**src/rtl/cache_flush_engine.sv**
```systemverilog
// ---------------------------------------------------------------------------
// cache_flush_engine
//
// Walks every line of a set-associative cache (or an inclusive, possibly
// wrapping, range of sets) one way at a time. Each line is cleaned (written
// back), flushed (written back and invalidated) or invalidated depending on
// the requested mode. The tag array is probed through ProbeSet/ProbeWay and
// answers one cycle later on ProbeValid/ProbeDirty/ProbeTag. Dirty lines go
// out on a simple req/ack writeback bus.
//
// Optional feature:
//   CACHE_FLUSH_WBCOUNT_EN  when defined, WbCount counts the writebacks of
//                           the current/last operation (saturating). When
//                           undefined, WbCount is tied to zero.
//
// Ports:
//   clk          sole clock, rising edge
//   reset        synchronous, active-low
//   Start        begin an operation (sampled only in IDLE)
//   Mode         00 clean, 01 flush, 10 invalidate, 11 range flush
//   StartSet     first set of a range flush (inclusive)
//   EndSet       last set of a range flush (inclusive)
//   Abort        stop the operation early
//   ProbeSet     set under inspection
//   ProbeWay     one-hot way under inspection
//   ProbeValid   line valid, one cycle after the probe
//   ProbeDirty   line dirty, one cycle after the probe
//   ProbeTag     line tag, one cycle after the probe
//   ClearDirty   one-cycle strobe: clear dirty bit at ProbeSet/ProbeWay
//   ClearValid   one-cycle strobe: clear valid bit at ProbeSet/ProbeWay
//   BusReq       writeback request
//   BusAdr       writeback line address {tag, set, offset zeros}
//   BusAck       writeback complete
//   Busy         high whenever the engine is not idle
//   Done         one-cycle completion pulse
//   WbCount      lines written back in the current/last operation
// ---------------------------------------------------------------------------
module cache_flush_engine #(
  parameter int PA_BITS  = 32,
  parameter int NUMLINES = 64,
  parameter int NUMWAYS  = 4,
  parameter int LINELEN  = 512,
  localparam int OFFSETLEN = $clog2(LINELEN / 8),
  localparam int SETLEN    = $clog2(NUMLINES),
  localparam int TAGLEN    = PA_BITS - SETLEN - OFFSETLEN
) (
  input  logic                clk,
  input  logic                reset,
  input  logic                Start,
  input  logic [1:0]          Mode,
  input  logic [SETLEN-1:0]   StartSet,
  input  logic [SETLEN-1:0]   EndSet,
  input  logic                Abort,
  output logic [SETLEN-1:0]   ProbeSet,
  output logic [NUMWAYS-1:0]  ProbeWay,
  input  logic                ProbeValid,
  input  logic                ProbeDirty,
  input  logic [TAGLEN-1:0]   ProbeTag,
  output logic                ClearDirty,
  output logic                ClearValid,
  output logic                BusReq,
  output logic [PA_BITS-1:0]  BusAdr,
  input  logic                BusAck,
  output logic                Busy,
  output logic                Done,
  output logic [15:0]         WbCount
);

  typedef enum logic [2:0] {
    IDLE,
    PROBE,
    CHECK,
    WRITEBACK,
    UPDATE,
    NEXT,
    DONE
  } state_t;

  state_t               state;
  state_t               state_next;
  logic [1:0]           mode_q;
  logic [SETLEN-1:0]    end_set_q;
  logic [SETLEN-1:0]    set_q;
  logic [NUMWAYS-1:0]   way_q;
  logic [TAGLEN-1:0]    tag_q;
  logic                 did_wb;
  logic                 abort_pend;

  logic [SETLEN-1:0]    last_set;
  logic                 last_probe;
  logic [NUMWAYS-1:0]   way_rot;

  // The walk ends at the top set for whole-cache modes, or at the latched
  // range end for a range flush. NUMLINES is a power of two, so the top set
  // is all ones and the set counter wraps naturally.
  assign last_set   = (mode_q == 2'b11) ? end_set_q : {SETLEN{1'b1}};
  assign last_probe = way_q[NUMWAYS-1] && (set_q == last_set);

  // Rotate-left written with shifts so a single-way cache still works
  // (the rotation of a 1-bit vector is itself).
  assign way_rot = (way_q << 1) | (way_q >> (NUMWAYS - 1));

  assign ProbeSet = set_q;
  assign ProbeWay = way_q;
  assign BusAdr   = {tag_q, set_q, {OFFSETLEN{1'b0}}};

  // Next-state and strobe decode. Abort wins over normal progress in every
  // state except WRITEBACK, where the bus transfer must complete first.
  always_comb begin
    state_next = state;
    BusReq     = 1'b0;
    ClearDirty = 1'b0;
    ClearValid = 1'b0;
    Done       = 1'b0;
    Busy       = (state != IDLE);
    case (state)
      IDLE: begin
        if (Start) state_next = PROBE;
      end
      PROBE: begin
        state_next = Abort ? DONE : CHECK;
      end
      CHECK: begin
        if (Abort)
          state_next = DONE;
        else if (ProbeValid && ProbeDirty && (mode_q != 2'b10))
          state_next = WRITEBACK;
        else if (ProbeValid && (mode_q != 2'b00))
          state_next = UPDATE;
        else
          state_next = NEXT;
      end
      WRITEBACK: begin
        BusReq = 1'b1;
        if (BusAck) state_next = UPDATE;
      end
      UPDATE: begin
        ClearDirty = did_wb;
        ClearValid = (mode_q != 2'b00);
        state_next = (Abort || abort_pend) ? DONE : NEXT;
      end
      NEXT: begin
        state_next = (Abort || last_probe) ? DONE : PROBE;
      end
      DONE: begin
        Done       = 1'b1;
        state_next = IDLE;
      end
      default: begin
        state_next = IDLE;
      end
    endcase
  end

  // State register and walk datapath. The probe position only moves when
  // another probe follows, so after completion it still names the last
  // line that was inspected.
  always_ff @(posedge clk) begin
    if (!reset) begin
      state      <= IDLE;
      mode_q     <= 2'b00;
      end_set_q  <= '0;
      set_q      <= '0;
      way_q      <= NUMWAYS'(1);
      tag_q      <= '0;
      did_wb     <= 1'b0;
      abort_pend <= 1'b0;
    end else begin
      state <= state_next;
      case (state)
        IDLE: begin
          if (Start) begin
            mode_q     <= Mode;
            end_set_q  <= EndSet;
            set_q      <= (Mode == 2'b11) ? StartSet : '0;
            way_q      <= NUMWAYS'(1);
            did_wb     <= 1'b0;
            abort_pend <= 1'b0;
          end
        end
        CHECK: begin
          tag_q  <= ProbeTag;
          did_wb <= (state_next == WRITEBACK);
        end
        WRITEBACK: begin
          if (Abort) abort_pend <= 1'b1;
        end
        NEXT: begin
          if (state_next == PROBE) begin
            way_q <= way_rot;
            if (way_q[NUMWAYS-1]) set_q <= set_q + 1'b1;
          end
        end
        default: begin
        end
      endcase
    end
  end

`ifdef CACHE_FLUSH_WBCOUNT_EN
  logic [15:0] wb_count;

  // Cleared when a new operation is accepted; saturates rather than wraps.
  always_ff @(posedge clk) begin
    if (!reset)
      wb_count <= 16'h0000;
    else if ((state == IDLE) && Start)
      wb_count <= 16'h0000;
    else if ((state == WRITEBACK) && BusAck && (wb_count != 16'hFFFF))
      wb_count <= wb_count + 16'h0001;
  end

  assign WbCount = wb_count;
`else
  assign WbCount = 16'h0000;
`endif

endmodule
```
**config.mk**
```make
export PLATFORM = sky130hd
export DESIGN_NAME = cache_flush_engine
export DESIGN_NICKNAME = d
export VERILOG_FILES = /design/src/rtl/cache_flush_engine.sv
export SDC_FILE = /design/constraint.sdc
export NUM_CORES = 1
export LEC_CHECK = 0
export CAP_MARGIN = 5
export CORE_ASPECT_RATIO = 2
export CORE_MARGIN = 4
export CORE_UTILIZATION = 42
export CTS_CLUSTER_DIAMETER = 80
export CTS_CLUSTER_SIZE = 25
export DETAILED_ROUTE_END_ITERATION = 6
export MAX_ROUTING_LAYER = met4
export PLACE_DENSITY = 0.9
export SETUP_SLACK_MARGIN = 0.1
export SYNTH_ARGS = -nofsm -noshare
export SYNTH_HDL_FRONTEND = slang
export SYNTH_SLANG_ARGS = --single-unit
export TNS_END_PERCENT = 100
```
**constraint.sdc**
```tcl
create_clock -name clk -period 2.6 [get_ports clk]
set_clock_uncertainty 0.05 [all_clocks]
set_input_delay 0.39 -clock clk [delete_from_list [all_inputs] [get_ports clk]]
set_output_delay 0.39 -clock clk [all_outputs]
set_load 0.01 [all_outputs]
```
# After elaboration in Yosys (flattened, before gate mapping)
# Cells that the tools add are included.
# op_classes
addsub,1
n_eq_ne,16
n_mux,26
bitwise,1
n_reduce_logical,17
# ops
operator,n
$mux W6,5
$mux W3,6
$pmux W3 S6,1
$pmux W6 S2,1
$ne A2 B2 Y1 const B,5
$eq A3 B2 Y1 const B,3
$eq A3 B3 Y1 const B,3
$mux W4,2
$pmux W4 S2,1
$reduce_bool A2 Y1,4
$mux W1,7
$add A6 B1 Y6 const B,1
$eq A3 B1 Y1 const B,2
$eq A6 B6 Y1,1
$reduce_and A3 Y1,2
$eq A2 B2 Y1 const B,2
$logic_and A1 B1 Y1,4
$or A4 B1 Y4,1
$pmux W1 S2,2
$reduce_and A2 Y1,2
$reduce_and A4 Y1,1
$logic_not A3 Y1,1
$reduce_bool A3 Y1,1
$logic_or A1 B1 Y1,2
$mux W2,1
# word_totals
register_bits,43
inputBits,41
out_inout_bits,63

# Depth between registers and ports, before layout
# logic_depth
ltp_word,10
mapped_depth,7
ltp_nobuf,6

# Worst setup path before layout
# OpenSTA, ideal clock, no wires.
# synth_path
path_kind,reg2reg
startpoint,reg set_q[3] (netlist: ProbeSet[3])
endpoint,reg way_q[0] (netlist: ProbeWay[0])
t_arrival_ns,1.800
required_ns,2.430
setup_slack_ns,0.630
path_stages_with_launch,7
n_path_buf,1
synth_period_minus_slack_ns,1.970
cell_sequence,dfxtp_1 clkbuf_1 nor2b_1 a2111o_1 a2111oi_4 a21oi_1 a211o_1
# synth_between
elab_chain_cells,8
# synth_rtl
item,line_no,rtl
"start, declared",83,logic [SETLEN-1:0] set_q;
"start signal, assigned",175,set_q <= (Mode == 2'b11) ? StartSet : '0;
"start signal, assigned",191,if (way_q[NUMWAYS-1]) set_q <= set_q + 1'b1;
$eq A6 B6 Y1,97,assign last_probe = way_q[NUMWAYS-1] && (set_q == last_set);
$logic_and A1 B1 Y1,97,
$logic_or A1 B1 Y1,143,state_next = (Abort || last_probe) ? DONE : PROBE;
$mux W3,143,
$pmux W3 S6,116,case (state)
$eq A3 B1 Y1,189,if (state_next == PROBE) begin
$ne A2 B2 Y1 (no source line),--,
$reduce_and A3 Y1 (no source line),--,
"end signal, assigned",190,way_q <= way_rot;
"end, declared",84,logic [NUMWAYS-1:0] way_q;
# Every way passes these cells.
# A chain may end at the register's enable or synchronous reset.

# Worst setup path in the final report
# layout_path
startpoint,reg state[1]
endpoint,out BusReq
# layout_between
elab_chain_cells,2
# layout_rtl
item,line_no,rtl
"start, declared",79,state_t state;
"start signal, assigned",169,state <= state_next;
$eq A3 B2 Y1,116,
$mux W1,116,
"end, declared",61,"output logic BusReq,"
# Every way passes these cells.

==> impl_metrics.py <==
metrics = {
    "detailed_routing": {
        "drc": 0,
        "drt_pre_antenna_iters": 4,
        "vias_per_cell": 5.35,
        "drt-initial-drc-count": 99,
        "ant_nets": 0,
        "wire_per_inst_microns": 14.2,
        "num_vias": 2348,
        "wl_microns": 6240,
    },
    "timing": {
        "finalSetupTns_ns": 0,
        "drv_slew": 0,
        "slew_headroom_pct": 55.7,
        "min_period_over_period_pct": 88.6,
        "setup_slack_ns": 0.298,
        "fmax_mhz": 434,
        "tightestPinTransition_ns": 0.663,
        "hold_viol_final": 0,
        "finalCriticalPeriod_ns": 2.30,
        "rsz0062_at_grt": "false",
        "setup_viol": 0,
    },
    "global_routing": {
        "antenna_found_initial": 0,
        "met2_usage_pct": 33.9,
        "grt_util_met1_pct": 20.6,
        "gr-usage-all-layers_pct": 19.9,
        "grt_pass1_vias": 2362,
        "grt_pass1_wl_microns": 10400,
        "overflow": 0,
        "grt_use_met3_pct": 3.17,
        "grt.busiest_layer": "met2",
        "grt_max_degree": 22,
    },
    "finish": {
        "multi_input_area_sq_mm": 0.00123,
        "final_area_sq_mm": 0.00314,
        "fillers": 496,
        "final_common_cell": "nand2_1",
        "fin_util_pct": 58.0,
        "ff_latch_area_sq_um": 861,
        "drive_gt1_share_pct": 6.07,
        "fin_nets": 421,
        "final_cell_mix": "83 x nand2_1, 81 x clkdlybuf4s50_1, 43 x dfxtp_1, 39 x a21oi_1, 22 x conb_1",
        "final_cells": 439,
        "diodes": 0,
        "synthToLayoutAreaGrowth_pct": 34.5,
    },
    "critical_path": {
        "r2r_cells": 5,
        "critPathKind": "flip-flop to primary output",
        "startpoint_type": "flip-flop",
        "timing.rr.start": "state[0]",
        "crit_path_max_fanout": 11,
        "rr_endpoint": "ProbeSet[5]",
        "crit_start": "state[1]",
        "cp.required_ns": 2.16,
        "cp.arrival_ns": 1.86,
        "endpoint": "BusReq",
        "reg2reg_slack_ns": 0.37,
        "cp-end-kind": "primary output",
    },
    "min_path": {
        "hold_path.class": "flip-flop to flip-flop",
    },
    "placed_design": {
        "gp_congestion": 0.858,
        "dp_slack_ns": 0.132,
        "dp_hpwl_microns": 4800,
        "port-buffer-count": 81,
        "dpl_cell_area_sq_mm": 0.00306,
        "dp_cells": 432,
    },
    "die": {
        "io_pins": 104,
        "fp.coreArea_sq_mm": 0.00542,
        "start_util_pct": 43.1,
        "die_h_microns": 113,
        "die_area_sq_mm": 0.00689,
        "std_cell_rows": 38,
        "die_w_microns": 60.8,
    },
    "synthesis": {
        "synthDistinctLibCells": 47,
        "yosysWarnings": 0,
        "synth-seq-cells": 43,
        "avgSynthCellArea_sq_um": 7.49,
        "synth-edff-count": 0,
        "synthArstFlopShare_pct": 0,
        "synthCells": 312,
        "yosysSeqAreaShare_pct": 36.8,
        "ys.flop_type": "dfxtp_1",
        "netlist_area_sq_mm": 0.00234,
    },
    "cts": {
        "htreeDepth": 2,
        "clkSinkCount": 43,
        "cts_setup_buffers": 0,
        "clockBufferDepth": 2,
        "cts_root_buf": "clkbuf_8",
        "clock_latency_ns": 0.30,
        "cts_tree": "yes",
        "cts_resized": 0,
        "ctsHoldBuffers": 0,
        "numCtsBuffers": 5,
        "clk_pin_slew_worst_paths_ns": 0.08,
    },
    "power": {
        "internal_power_uw": 1480,
        "power_density_mw_per_mm2": 754,
        "power.leakage_uw": 0.00116,
        "p_sw_uw": 890,
        "p_seq_share_pct": 39.1,
        "clockPowerShare_pct": 17.9,
        "p_comb_share_pct": 43.0,
        "peakVddDrop_uv": 635,
        "switching_share_pct": 37.5,
    },
    "run": {
        "drv_cap": 0,
    },
    "outcome": {
        "status": "finished clean",
    },
}
layout make-up:
| cell class | instances | share of cell area (%) |
|---|---|---|
| Sequential cell | 43 | 27.4 |
| Tap cell | 60 | 2.39 |
| Multi-Input combinational cell | 235 | 39.3 |
| Timing Repair Buffer | 88 | 27.5 |
| Clock buffer | 6 | 2.63 |
| Inverter | 6 | 0.717 |
| Clock inverter | 1 | 0.159 |
synth_stat cells, types with 2 or more instances:
library cell	n	share of area (%)
nor2b_1	5	1.3
nor2_1	8	1.3
nand2_1	83	13
o21ai_0	6	1.3
nand2b_1	3	0.80
and3_1	2	0.54
nor3_1	4	0.86
clkbuf_1	17	2.7
or2_2	2	0.54
nand3_1	11	2.4
a21o_1	2	0.64
o21ba_2	3	1.3
xor2_1	2	0.75
inv_1	6	0.96
buf_4	28	9.0
o32ai_1	5	1.9
nor3b_1	2	0.64
a21oi_1	39	8.4
dfxtp_1	43	37
nand3b_1	4	1.3
buf_2	2	0.43
a31oi_1	7	1.9
mux2i_1	4	1.7
sequential cells by signal, indices dropped and copies added, names as in the netlist:
signal      flops
tag_q          20
ProbeSet        6
end_set_q       6
ProbeWay        4
state           3
mode_q          2
abort_pend      1
did_wb          1
metrics by stage:
stage / hold slack [ns] / total power (uW)
after floorplan: 0.381 / 1590
after global placement: 0.391 / 1910
after detailed placement: 0.399 / 1950
after CTS: 0.410 / 2380
after global routing: 0.430 / 2550
final: 0.406 / 2370
per-layer routing:
| layer | wire [microns] | vias to the layer above |
|---|---|---|
| li1 | - | 1141 |
| met3 | 465 | 18 |
| met4 | 235 | 0 |
| met2 | 3360 | 119 |
| met5 | 0 | - |
| met1 | 2180 | 1070 |
critical path: stages, from the launching register on:
cell	delay [ns]
dfxtp_1	0.51
nor2b_1	0.30
nand2_1	0.11
inv_1	0.10
clkdlybuf4s50_1	0.55
cell families (layout without fill, tap and decap cells):
family	Yosys count	after routing	share of synthesized area [%]
buf+inv	55	101	13.8
flops	43	43	36.8
simple gates	131	131	25.5
mux	4	4	1.71
fa+ha+maj	1	1	0.535
compound gates	75	75	20.8
xor+xnor	2	2	0.750
other cells	1	22	0.160
worst min path at each step:
stage                 startpoint            to  slack, ns  depth (start not counted)
floorplan           end_set_q[1]  end_set_q[1]       0.38                          2
detailed placement      tag_q[9]      tag_q[9]       0.40                          2
global placement        tag_q[6]      tag_q[6]       0.39                          2
CTS                     tag_q[9]      tag_q[9]       0.41                          2
finish                  tag_q[2]      tag_q[2]       0.41                          2
global route            tag_q[0]      tag_q[0]       0.43                          2
power groups by stage:
| stage | sequential, uW | combinational (uW) | clock, uW |
|---|---|---|---|
| after CTS | 926 | 1020 | 438 |
| after global placement | 933 | 973 | 0 |
| final | 927 | 1020 | 425 |
| after floorplan | 903 | 687 | 0 |
| after detailed placement | 941 | 1010 | 0 |
| after global routing | 951 | 1130 | 466 |
Note: power is estimated with default switching activity, not from simulation.
